===== src/rtl/adsr_envelope_pkg.sv =====
// Shared types for the ADSR envelope: state encoding (also read by the voice
// allocator through the `state` port) and the saturating-step mode select.
package adsr_envelope_pkg;

   localparam int unsigned AMP_W_DEF  = 8;
   localparam int unsigned FRAC_W_DEF = 8;
   localparam int unsigned ENV_ACC_W  = AMP_W_DEF + FRAC_W_DEF;
   localparam int unsigned STATE_W    = 3;

   typedef enum logic [STATE_W-1:0] {
      ST_IDLE    = 3'd0,
      ST_ATTACK  = 3'd1,
      ST_DECAY   = 3'd2,
      ST_SUSTAIN = 3'd3,
      ST_RELEASE = 3'd4
   } env_state_e;

   typedef enum logic {
      STEP_ADD = 1'b0,
      STEP_SUB = 1'b1
   } step_mode_e;

endpackage


===== src/rtl/env_sat_step.sv =====
// Saturating add/sub of the envelope accumulator against a bound.
// done_c flags that the bound was reached (or the step is zero); next_acc_c is then the bound.
module env_sat_step
   import adsr_envelope_pkg::*;
#(
   parameter int unsigned ACC_W = ENV_ACC_W
) (
   input  logic [ACC_W-1:0] acc,
   input  logic [ACC_W-1:0] step,
   input  logic [ACC_W-1:0] bound,
   input  step_mode_e       mode,
   output logic [ACC_W-1:0] next_acc_c,
   output logic             done_c
);

   logic [ACC_W:0] sum_ext;
   logic [ACC_W:0] lim_ext;
   logic [ACC_W:0] acc_ext;
   logic [ACC_W:0] bound_ext;
   logic           step_zero;

   // One extra bit so neither the sum nor the limit can wrap.
   assign acc_ext   = {1'b0, acc};
   assign bound_ext = {1'b0, bound};
   assign sum_ext   = acc_ext + {1'b0, step};
   assign lim_ext   = bound_ext + {1'b0, step};
   assign step_zero = (step == '0);

   always_comb begin
      done_c     = 1'b0;
      next_acc_c = acc;
      if (mode == STEP_ADD) begin
         done_c     = step_zero || (sum_ext >= bound_ext);
         next_acc_c = done_c ? bound : sum_ext[ACC_W-1:0];
      end else begin
         done_c     = step_zero || (acc_ext <= lim_ext);
         next_acc_c = done_c ? bound : (acc - step);
      end
   end

endmodule


===== src/rtl/adsr_envelope.sv =====
// Per-voice linear ADSR envelope, advanced once per ms_tick; gate edges
// take priority over tick processing and never move the accumulator.
module adsr_envelope
   import adsr_envelope_pkg::*;
#(
   parameter int unsigned AMP_W  = AMP_W_DEF,
   parameter int unsigned FRAC_W = FRAC_W_DEF
) (
   input  logic                      clk,
   input  logic                      reset,
   input  logic                      ms_tick,
   input  logic                      gate,
   input  logic [AMP_W+FRAC_W-1:0]   attack_step,
   input  logic [AMP_W+FRAC_W-1:0]   decay_step,
   input  logic [AMP_W+FRAC_W-1:0]   release_step,
   input  logic [AMP_W-1:0]          sustain_level,
   output logic [AMP_W-1:0]          env,
   output logic                      active,
   output logic [STATE_W-1:0]        state
);

   localparam int unsigned ACC_W = AMP_W + FRAC_W;

   env_state_e         state_q, state_d;
   logic [ACC_W-1:0]   acc_q, acc_d;
   logic               gate_q, gate_d;
   logic               active_q, active_d;

   logic [ACC_W-1:0]   acc_max;
   logic [ACC_W-1:0]   acc_sus;
   logic               rise;
   logic               gate_fall_evt;

   step_mode_e         sat_mode;
   logic [ACC_W-1:0]   sat_step;
   logic [ACC_W-1:0]   sat_bound;
   logic [ACC_W-1:0]   sat_next_c;
   logic               sat_done_c;

   assign acc_max = '1;
   assign acc_sus = {sustain_level, FRAC_W'(0)};
   assign gate_d  = gate;
   assign rise    = gate & ~gate_q;
   assign gate_fall_evt = ~gate && ((state_q == ST_ATTACK) || (state_q == ST_DECAY) ||
                                    (state_q == ST_SUSTAIN));

   // Single shared saturating stepper, operands selected by current phase.
   always_comb begin
      sat_mode  = STEP_SUB;
      sat_step  = release_step;
      sat_bound = '0;
      case (state_q)
         ST_ATTACK: begin
            sat_mode  = STEP_ADD;
            sat_step  = attack_step;
            sat_bound = acc_max;
         end
         ST_DECAY: begin
            sat_mode  = STEP_SUB;
            sat_step  = decay_step;
            sat_bound = acc_sus;
         end
         default: ;
      endcase
   end

   env_sat_step #(
      .ACC_W (ACC_W)
   ) u_sat (
      .acc        (acc_q),
      .step       (sat_step),
      .bound      (sat_bound),
      .mode       (sat_mode),
      .next_acc_c (sat_next_c),
      .done_c     (sat_done_c)
   );

   // Next-state and accumulator update.
   always_comb begin
      state_d = state_q;
      acc_d   = acc_q;
      if (rise) begin
         state_d = ST_ATTACK;
      end else if (gate_fall_evt) begin
         state_d = ST_RELEASE;
      end else begin
         case (state_q)
            ST_IDLE: acc_d = '0;
            ST_ATTACK: begin
               if (ms_tick) begin
                  acc_d = sat_next_c;
                  if (sat_done_c) state_d = ST_DECAY;
               end
            end
            ST_DECAY: begin
               if (ms_tick) begin
                  acc_d = sat_next_c;
                  if (sat_done_c) state_d = ST_SUSTAIN;
               end
            end
            ST_SUSTAIN: acc_d = acc_sus;
            ST_RELEASE: begin
               if (ms_tick) begin
                  acc_d = sat_next_c;
                  if (sat_done_c) state_d = ST_IDLE;
               end
            end
            default: begin
               state_d = ST_IDLE;
               acc_d   = '0;
            end
         endcase
      end
      active_d = (state_d != ST_IDLE);
   end

   always_ff @(posedge clk or negedge reset) begin
      if (!reset) begin
         state_q  <= ST_IDLE;
         acc_q    <= '0;
         gate_q   <= 1'b0;
         active_q <= 1'b0;
      end else begin
         state_q  <= state_d;
         acc_q    <= acc_d;
         gate_q   <= gate_d;
         active_q <= active_d;
      end
   end

   assign env    = acc_q[ACC_W-1:FRAC_W];
   assign active = active_q;
   assign state  = state_q;

endmodule


===== config.mk =====
export PLATFORM = sky130hd
export DESIGN_NAME = adsr_envelope
export DESIGN_NICKNAME = d
export VERILOG_FILES = /design/src/rtl/adsr_envelope_pkg.sv /design/src/rtl/env_sat_step.sv /design/src/rtl/adsr_envelope.sv
export SDC_FILE = /design/constraint.sdc
export NUM_CORES = 1
export LEC_CHECK = 0
export BUFFER_PORTS_ARGS = -buffer_cell sky130_fd_sc_hd__buf_2
export CAP_MARGIN = 20
export CORE_MARGIN = 1
export CORE_UTILIZATION = 55
export CTS_BUF_LIST = sky130_fd_sc_hd__clkbuf_8
export CTS_CLUSTER_DIAMETER = 50
export DETAILED_ROUTE_END_ITERATION = 8
export HOLD_SLACK_MARGIN = 0.08
export PLACE_DENSITY = 0.77
export SKIP_CTS_REPAIR_TIMING = 1
export SLEW_MARGIN = 20
export SYNTH_ARGS = -nofsm -noshare
export SYNTH_HDL_FRONTEND = slang
export SYNTH_SLANG_ARGS = --single-unit

===== constraint.sdc =====
create_clock -name clk -period 15.1 [get_ports clk]
set_input_delay 0.755 -clock clk [delete_from_list [all_inputs] [get_ports clk]]
set_output_delay 0.755 -clock clk [all_outputs]
set_load 0.02 [all_outputs]

# Word level (Yosys, flattened, before mapping)
# Index checks and enable logic that the tools add are counted.
totals:
  ff_bits: 21
  latchBits: 0
  ramBits: 0
  rom_bits: 0
  input_bits: 60
  output_inout_bits: 12
  memories: 0
op_classes:
  n_addsub: 3
  mul: 0
  div: 0
  magnitude_cmp: 2
  n_eq_ne: 5
  shift: 0
  n_mux: 17
  n_bitwise: 5
  n_reduce_logical: 11
ops:
  columns: ["operator", "count"]
  rows:
  - ["16-bit case mux with 2 select lines", 3]
  - ["16-bit 2-to-1 mux", 4]
  - ["16-bit by 16-bit adder with 17-bit output", 2]
  - ["3-bit 2-to-1 mux", 8]
  - ["17-bit by 16-bit greater-or-equal comparator with 1-bit output", 1]
  - ["16-bit by 17-bit less-or-equal comparator with 1-bit output", 1]
  - ["16-bit zero test", 1]
  - ["16-bit subtractor", 1]
  - ["3-bit case mux with 4 select lines", 1]
  - ["3-bit by 2-bit equality test with 1-bit output, second input constant", 2]
  - ["1-bit logical OR", 4]
  - ["1-bit NOT", 4]
  - ["3-bit by 1-bit equality test with 1-bit output, second input constant", 1]
  - ["3-bit equality test, second input constant", 1]
  - ["3-bit zero test", 1]
  - ["3-bit AND reduction", 1]
  - ["3-bit nonzero test", 1]
  - ["3-bit OR reduction", 1]
  - ["2-bit by 1-bit inequality test with 1-bit output, second input constant", 1]
  - ["2-bit OR reduction", 1]
  - ["1-bit AND", 1]
  - ["1-bit logical AND", 1]
  - ["1-bit 2-to-1 mux", 1]

# Depth between registers and ports, before layout
# Gate-level depths: netlist of run 1.
logic_depth:
  ltp_word: 12
  mapped_depth: 28
  mapped_depth_nobuf: 24

# Modules after synthesis
# From an unflattened synthesis of run 1, not the netlist that was laid out.
unflattened:
  cells_unflattened: 611
  hier_area_um2: 4713.3
modules_own_cells:
  columns: ["module", "instances", "cells_each", "area_each_um2", "seq_area_each_um2"]
  rows:
  - ["env_sat_step", 1, 432, 3306.9, 0.0]
  - ["adsr_envelope", 1, 179, 1406.3, 525.5]

# Worst setup path after synthesis of run 1
# No wires, ideal clock.
synth_timing:
  path_type: "register to register"
  startpoint: "reg state_q[1], in the netlist state[1]"
  endpoint: "reg acc_q[14]"
  setup_time_ps: 104
  arrival_ps: 5726
  t_required_ps: 14996
  setup_slack_ps: 9271
  path_stages_with_launch: 28
  cell_sequence: "dfrtp_1 -> buf_6 -> buf_6 -> buf_6 -> nor2_1 -> and2_0 -> clkbuf_1 -> clkbuf_1 -> ha_1 -> a21oi_1 -> a2bb2oi_1 -> a21oi_1 -> a41oi_1 -> a2111oi_0 -> o21a_1 -> o21ai_0 -> nor3b_1 -> a2111oi_0 -> ha_1 -> nand4_1 -> nor3_1 -> a31oi_1 -> o21ai_0 -> a211oi_4 -> nand2_2 -> buf_6 -> o21a_1 -> o41ai_2"
synth_via:
  elab_chain_cells: 9
synth_lines:
  columns: ["element", "line", "text"]
  rows:
  - ["start: declaration", "adsr_envelope.sv:24", "env_state_e state_q, state_d;"]
  - ["start signal: assignment", "adsr_envelope.sv:124", "state_q <= state_d;"]
  - ["3-bit by 2-bit equality test with 1-bit output or 3-bit by 1-bit equality test with 1-bit output (tied branches)", "adsr_envelope.sv:44, adsr_envelope.sv:52, adsr_envelope.sv:87", null]
  - ["16-bit case mux with 2 select lines", "adsr_envelope.sv:52", "case (state_q)"]
  - ["16-bit by 16-bit adder with 17-bit output, on equally long branches", "env_sat_step.sv:26, env_sat_step.sv:25", null]
  - ["16-bit by 17-bit less-or-equal comparator with 1-bit output or 17-bit by 16-bit greater-or-equal comparator with 1-bit output (tied branches)", "env_sat_step.sv:36, env_sat_step.sv:33", null]
  - ["1-bit logical OR, on equally long branches", "env_sat_step.sv:36, env_sat_step.sv:33", null]
  - ["16-bit 2-to-1 mux, on equally long branches", "env_sat_step.sv:37, env_sat_step.sv:34", null]
  - ["16-bit 2-to-1 mux", "env_sat_step.sv:32", "if (mode == STEP_ADD) begin"]
  - ["16-bit 2-to-1 mux", "adsr_envelope.sv:90, adsr_envelope.sv:96, adsr_envelope.sv:103", null]
  - ["16-bit case mux with 2 select lines", "adsr_envelope.sv:87", "case (state_q)"]
  - ["end signal: assignment", "adsr_envelope.sv:120", "acc_q <= '0;"]
  - ["end signal: assignment", "adsr_envelope.sv:125", "acc_q <= acc_d;"]
  - ["end: declaration", "adsr_envelope.sv:25", "logic [ACC_W-1:0] acc_q, acc_d;"]
# Several ways; a longest one is shown, not always the timed one. The select of a mux whose other input is x is not followed.
# A chain may end at the register's enable or synchronous reset.

# Final worst setup path of run 1
layout_timing:
  startpoint: "reg state_q[2], in the netlist state[2]"
  endpoint: "reg acc_q[2]"
# The elaborated chain is that of the path after synthesis.

==> flow_summary.json, run 1 <==
{
  "die_w_um": 95.31,
  "drcViolationCount": 0,
  "antenna_found_initial": 0,
  "ys_dominant_reg_cell": "dfrtp_1",
  "yosys.area.top_type": "ha_1",
  "die_h_um": 95.31,
  "overflow": 0,
  "die_area_um2": 9083,
  "cp.required_ns": 15.32,
  "tns_ns": 0,
  "synth_fp_nets": 770,
  "ys_async_sr_fraction_pct": 100.0,
  "cts_tree": "yes",
  "netlist_area_um2": 4788,
  "worstMarginPinSlew_ns": 0.9373,
  "nets": 815,
  "clockRootBuffer": "clkbuf_8",
  "sw_frac_of_total_pct": 56.36,
  "finalWirelength_mm": 14.09,
  "rsz0062_at_grt": "no",
  "drt_first_pass_iters": 7,
  "drt_iter0_drc": 373,
  "setup_viol": 0,
  "crit_start": "state[2]$_DFF_PN0_",
  "fmax_mhz": 146.5,
  "synth_compound_area_share_pct": 29.06,
  "clockBufferDepth": 2,
  "syn_to_final_growth_pct": 6.898,
  "maxSlewViolCount": 0,
  "ant_nets": 0,
  "cts.sinks": 21,
  "synthXorXnorAreaFrac_pct": 6.219,
  "fin_hold_ws_ns": 0.4589,
  "cap_viol_max_count": 0,
  "synth.distinct_cells": 73,
  "ir_drop_mv": 0.07492,
  "worstHoldPathType": "in2async",
  "outcome": "complete, no violations",
  "synth_top_family_by_area": "compound AO/OA/AOI/OAI gates",
  "diodes": 0,
  "internal_power_uw": 480.3,
  "synthTopCellsByCount": "ha_1, a21oi_1, inv_1, o21ai_0, nand2_1",
  "wl_per_cell_um": 18.14,
  "yosys.area.top_type_share_pct": 20.64,
  "syn_avg_cell_area_um2": 7.625,
  "p_sw_uw": 620.4,
  "synthTopCellsByArea": "ha_1, dfrtp_1, a21oi_1, o21ai_0, xnor2_1",
  "io_pins": 72,
  "grt_pass1_wl_mm": 22.49,
  "grt_use_total_pct": 31.82,
  "core_area_um2": 8341,
  "cp_max_fo": 27,
  "final_layout_size_suffix_gt1_share_pct": 15.48,
  "h-tree-depth": 1,
  "arrival_ns": 7.05,
  "clkLatencyLatePin_ns": 0.28,
  "yosysSeqAreaShare_pct": 10.97,
  "synth_edf_count": 0,
  "synth-adder-area-share_pct": 21.90,
  "portBuffers": 71,
  "num_rows": 33,
  "power_frac_seq_pct": 10.9,
  "synth.most_common_cell": "ha_1",
  "max_slew_margin_pct": 37.51,
  "post-route-period-util_pct": 45.22,
  "start_util_pct": 57.41,
  "end_kind": "flip-flop",
  "critical_path_class": "reg2reg",
  "power.density_nw_per_um2": 215.0,
  "synth_mux_area_share_pct": 1.045,
  "ys_warn_count": 0,
  "dpl.cell_count": 773,
  "clk_pin_slew_ns": 0.10,
  "start_kind": "flip-flop",
  "grt_pass1_vias": 4629,
  "gp_congestion": 1.029,
  "combPwrFrac_pct": 85.3,
  "layoutNonFillerInstCount": 777,
  "dp_hpwl_mm": 11.24,
  "rr_startpoint": "state[2]$_DFF_PN0_",
  "dr_total_vias": 4985,
  "finClkSkew_ns": 0.003233,
  "cts_buffers": 3,
  "grt_start_max_net_pins": 46,
  "p_clk_share_pct": 3.9,
  "synthSimpleGateAreaFrac_pct": 22.13,
  "final.min_clock_period_ns": 6.827,
  "synth_cells": 628,
  "p_leak_nw": 2.481,
  "hold_violations": 0,
  "ys_ff_latch": 21,
  "vias_per_cell": 6.416
}
-- per-layer routing --
metal  routed length [um]  track usage, %
met1                 6409           43.04
met2                 6185           52.08
met3                 1053           2.791
met4                  445           12.25
met5                    0               0
-- sequential cells by signal (all words and copies together) (netlist names) --
register	count
active	1
acc_q	16
state	3
gate_q	1
-- cells by family (layout without fill, tap and decap cells) --
kind of cell,after synthesis,in the layout
AND/OR/NAND/NOR,200,200
flip-flops,21,21
buffers and inverters,82,126
AO/OA/AOI/OAI,204,204
adder cells (fa/ha/maj),82,82
multiplexers,5,5
XOR/XNOR,34,34
-- critical path, stage by stage (launching register included) --
cell and delay (ns):
dfrtp_1 0.97, nor2_1 0.12, a21oi_1 0.18, o22ai_1 0.09, a21oi_1 0.49, ha_1 0.34, a21oi_1 0.20, a2bb2oi_1 0.30
a21oi_1 0.15, a41oi_1 0.34, a2111oi_0 0.18, o21a_1 0.20, o21ai_0 0.28, nor3b_1 0.09, a2111oi_0 0.40, ha_1 0.32
nand4_1 0.13, nor3_1 0.08, a31oi_1 0.15, o21ai_0 0.17, a211oi_4 0.44, nand2_2 0.32, a21oi_1 0.56, a32o_1 0.26
-- cell type report --
type                       count  area (um^2)
multi-input combinational    525         3854
fill                         769         3222
sequential                    21        525.5
timing repair buffer          75        385.4
inverter                      47        176.4
tap                          105        131.4
clock buffer                   3        41.29
clock inverter                 1        5.005
-- cells in the final DEF, fill, tap and decap left out, types with 3 or more instances in the layout --
| cell | Yosys | final |
|---|---|---|
| o211ai_1 | 3 | 3 |
| o21ai_1 | 4 | 4 |
| nor2_1 | 32 | 32 |
| o41a_1 | 3 | 3 |
| dfrtp_1 | 21 | 21 |
| or3_1 | 6 | 6 |
| o22a_1 | 3 | 3 |
| o21a_1 | 4 | 4 |
| a21o_1 | 13 | 13 |
| o21bai_1 | 5 | 5 |
| a21oi_1 | 51 | 51 |
| nand2_1 | 44 | 44 |
| inv_1 | 46 | 46 |
| o221ai_1 | 19 | 18 |
| o31ai_1 | 5 | 5 |
| fa_1 | 3 | 3 |
| o21ai_0 | 46 | 46 |
| buf_2 | 5 | 71 |
| nor3_1 | 35 | 35 |
| buf_4 | 15 | 4 |
| a22o_1 | 3 | 3 |
| nand3_1 | 10 | 10 |
| nand2b_1 | 14 | 14 |
| xor2_1 | 11 | 11 |
| nand4_1 | 9 | 9 |
| xnor2_1 | 23 | 23 |
| clkbuf_8 | 0 | 3 |
| nor2b_1 | 20 | 20 |
| ha_1 | 79 | 79 |
| a31oi_1 | 9 | 9 |
| or2_2 | 3 | 3 |
| and3_1 | 9 | 9 |
| mux2i_1 | 5 | 5 |
| a32o_1 | 3 | 3 |
| a211oi_1 | 6 | 6 |
-- path summary, 6_finish.rpt --
check,cells after the start,to,slack (ns)
worst max-delay path,23,acc_q[2]$_DFFE_PN0P_,8.27
worst max register to register,23,acc_q[2]$_DFFE_PN0P_,8.27
min in group clk,1,state[0]$_DFF_PN0_,0.49
max in group asynchronous,1,gate_q$_DFF_PN0_,14.25
worst min register to register,1,state[0]$_DFF_PN0_,0.49
worst min-delay path,1,acc_q[0]$_DFFE_PN0P_,0.46
-- metrics by stage --
| stage | power, mW | utilization [%] | worst slack [ns] | instance area (um^2) |
|---|---|---|---|---|
| floorplan | 0.8363 | - | 9.271 | 4788 |
| detailed placement | 1.033 | 60.82 | 8.429 | 5072 |
| global route | 1.216 | 61.37 | 7.617 | 5119 |
| CTS | 1.082 | 61.37 | 8.385 | 5119 |
| global placement | 1.003 | 60.82 | 8.701 | 5072 |
| finish | 1.101 | 61.37 | 8.273 | 5119 |
-- power groups by stage --
stage | Combinational [mW] | Clock [mW] | Sequential, mW
3_3_place_gp | 0.885 | 0 | 0.118
3_5_place_dp | 0.914 | 0 | 0.119
2_1_floorplan | 0.735 | 0 | 0.101
5_1_grt | 1.05 | 0.0449 | 0.123
4_1_cts | 0.920 | 0.0441 | 0.118
6_report | 0.938 | 0.0425 | 0.120
No activity file was read; power rests on OpenSTA's default activity.
==> run 2, diff against run 1 <==
--- a/config.mk
+++ b/config.mk
@@ -13,7 +13,7 @@
 export CTS_CLUSTER_DIAMETER = 50
 export DETAILED_ROUTE_END_ITERATION = 8
 export HOLD_SLACK_MARGIN = 0.08
-export PLACE_DENSITY = 0.77
+export PLACE_DENSITY = 0.81
 export SKIP_CTS_REPAIR_TIMING = 1
 export SLEW_MARGIN = 20
 export SYNTH_ARGS = -nofsm -noshare
==> constraint.sdc (replaced) <==
create_clock -name clk -period 5.8 [get_ports clk]
set_input_delay 0.29 -clock clk [delete_from_list [all_inputs] [get_ports clk]]
set_output_delay 0.29 -clock clk [all_outputs]
set_load 0.02 [all_outputs]
==> run 2 against run 1 <==
- routed wire length rose by 8.5%
- highest routed layer unchanged
- largest cell class unchanged
- critical endpoint is now state[2]$_DFF_PN0_
- combinational power grew to 2.8 times the previous value
- critical path type unchanged
- register-to-register slack lost 8.0 ns
==> flow_summary.json, run 2 (synthesis gave the netlist of run 1 again) <==
{
  "hp-start": "gate",
  "start_util_pct": 57.41,
  "die_h_um": 95.31,
  "rr_startpoint": "state[1]$_DFF_PN0_",
  "hold_violations": 0,
  "die_area_um2": 9083,
  "critical_path_class": "reg2reg",
  "h-tree-depth": 1,
  "cp.required_ns": 6.02,
  "worstHoldPathType": "in2reg",
  "post-route-period-util_pct": 95.27,
  "grt_use_total_pct": 33.50,
  "clk_pin_slew_ns": 0.11,
  "drt_iter0_drc": 421,
  "clockBufferDepth": 2,
  "finalWirelength_mm": 15.29,
  "cts.sinks": 21,
  "cp_max_fo": 28,
  "setup_viol": 0,
  "reg2reg_setup_slack_ns": 0.27,
  "layout_common_cells": "ha_1, buf_2, a21oi_1",
  "reg2reg_depth": 25,
  "outcome": "complete, no violations",
  "end_kind": "flip-flop",
  "worstMarginPinSlew_ns": 0.7358,
  "min_delay_worst_endpoint": "gate_q$_DFF_PN0_",
  "wl_per_cell_um": 19.21,
  "critPathMaxStageDelay_ns": 0.48,
  "portBuffers": 71,
  "grt_start_max_net_pins": 29,
  "dp_hpwl_mm": 12.25,
  "r2r_end": "state[2]$_DFF_PN0_",
  "final_common_cell": "ha_1",
  "antenna_found_initial": 0,
  "cap_viol_max_count": 0,
  "dr_wl_met2_mm": 6.826,
  "p_leak_nw": 2.584,
  "layout_setup_ws_ns": 0.2741,
  "clockRootBuffer": "clkbuf_8",
  "drt_first_pass_iters": 5,
  "place_ws_ns": 0.03924,
  "fmax_mhz": 181.0,
  "cpMaxStageDelayCell": "dfrtp_2",
  "dpl.cell_count": 789,
  "cts_tree": "yes",
  "max_slew_margin_pct": 50.77,
  "gp_congestion": 1.055,
  "met1_length_mm": 6.533,
  "layoutNonFillerInstCount": 796,
  "final_layout_size_suffix_gt1_share_pct": 19.25,
  "cts_buffers": 3,
  "routed.top_layer": "met4",
  "finClkSkew_ns": 0.01417,
  "hold_depth": 1,
  "maxSlewViolCount": 0,
  "die_w_um": 95.31,
  "ant_nets": 0,
  "path_buf_inv": 4,
  "critPathTopFamily": "compound AO/OA/AOI/OAI gates",
  "dr_total_vias": 5089,
  "vias_per_cell": 6.393,
  "diodes": 0,
  "grt_pass1_vias": 4667,
  "final.min_clock_period_ns": 5.526,
  "start_kind": "flip-flop",
  "top_register": "acc_q",
  "clkLatencyLatePin_ns": 0.29,
  "grt_pass1_wl_mm": 23.25,
  "io_pins": 72,
  "core_area_um2": 8341,
  "nets": 834,
  "overflow": 0,
  "largest_reg_flops": 16,
  "syn_to_final_growth_pct": 11.31,
  "power_mw": 2.993,
  "power.density_nw_per_um2": 561.6,
  "ir_drop_mv": 0.2633,
  "met3_wirelength_mm": 1.537,
  "arrival_ns": 5.75,
  "cp.depth": 25,
  "num_rows": 33,
  "drcViolationCount": 0
}
run 2: worst register-to-register path, cell delays in order (launching register included):
cell,delay (ns)
dfrtp_2,0.48
buf_6,0.19
nor2b_1,0.15
o21ai_0,0.16
o221ai_1,0.17
inv_1,0.15
ha_1,0.20
inv_1,0.06
fa_1,0.41
nor2b_1,0.16
o31a_1,0.19
o41a_1,0.19
nand4_1,0.17
a311oi_2,0.44
a21o_1,0.17
a21oi_1,0.07
xor2_1,0.15
ha_1,0.30
nand4_1,0.14
nor3_1,0.26
a211oi_2,0.15
a211oi_4,0.29
buf_4,0.20
a21boi_0,0.11
or2_2,0.33
a21boi_0,0.17
run 2: how the worst max path moves through the flow:
stage / from / to / slack (ns)
after detailed placement: state[1]$_DFF_PN0_ / acc_q[14]$_DFFE_PN0P_ / 0.04
final: state[1]$_DFF_PN0_ / state[2]$_DFF_PN0_ / 0.27
after CTS: state[1]$_DFF_PN0_ / acc_q[14]$_DFFE_PN0P_ / -0.01
after floorplan: state[1]$_DFF_PN0_ / acc_q[14]$_DFFE_PN0P_ / 0.18
after global placement: state[2]$_DFF_PN0_ / acc_q[14]$_DFFE_PN0P_ / 0.12
after global routing: state[1]$_DFF_PN0_ / state[2]$_DFF_PN0_ / -0.03
run 2: where the power goes:
part,internal [mW],switching [mW],leakage [nW],total [mW]
clock network,0.0486,0.0700,0.0255,0.119
registers,0.200,0.0994,0.276,0.299
logic,1.07,1.51,2.28,2.58
total,1.31,1.68,2.58,2.99
run 2: layout make-up:
class                      count  area, um^2
timing repair buffer          94       541.8
multi-input combinational    525        3906
tap                          105       131.4
sequential                    21       528.0
fill                         749        3010
inverter                      47       176.4
clock buffer                   3       41.29
clock inverter                 1       5.005
run 2: per-layer routing:
layer  track usage [%]  up-vias
met5                 0        -
met2             55.48      295
met1             44.15     2325
met4             12.12        0
met3             4.545       38
li1                  -     2431
run 2: through the flow:
step | util [%] | hold slack [ns] | TNS, ns | area, um^2
after floorplan | - | -0.005591 | 0 | 4790
after global placement | 62.26 | 0.3143 | 0 | 5192
after detailed placement | 62.26 | 0.3238 | 0 | 5192
after CTS | 62.81 | 0.006904 | -0.01212 | 5239
after global routing | 63.91 | 0.1713 | -0.02623 | 5330
final | 63.91 | 0.1642 | 0 | 5330
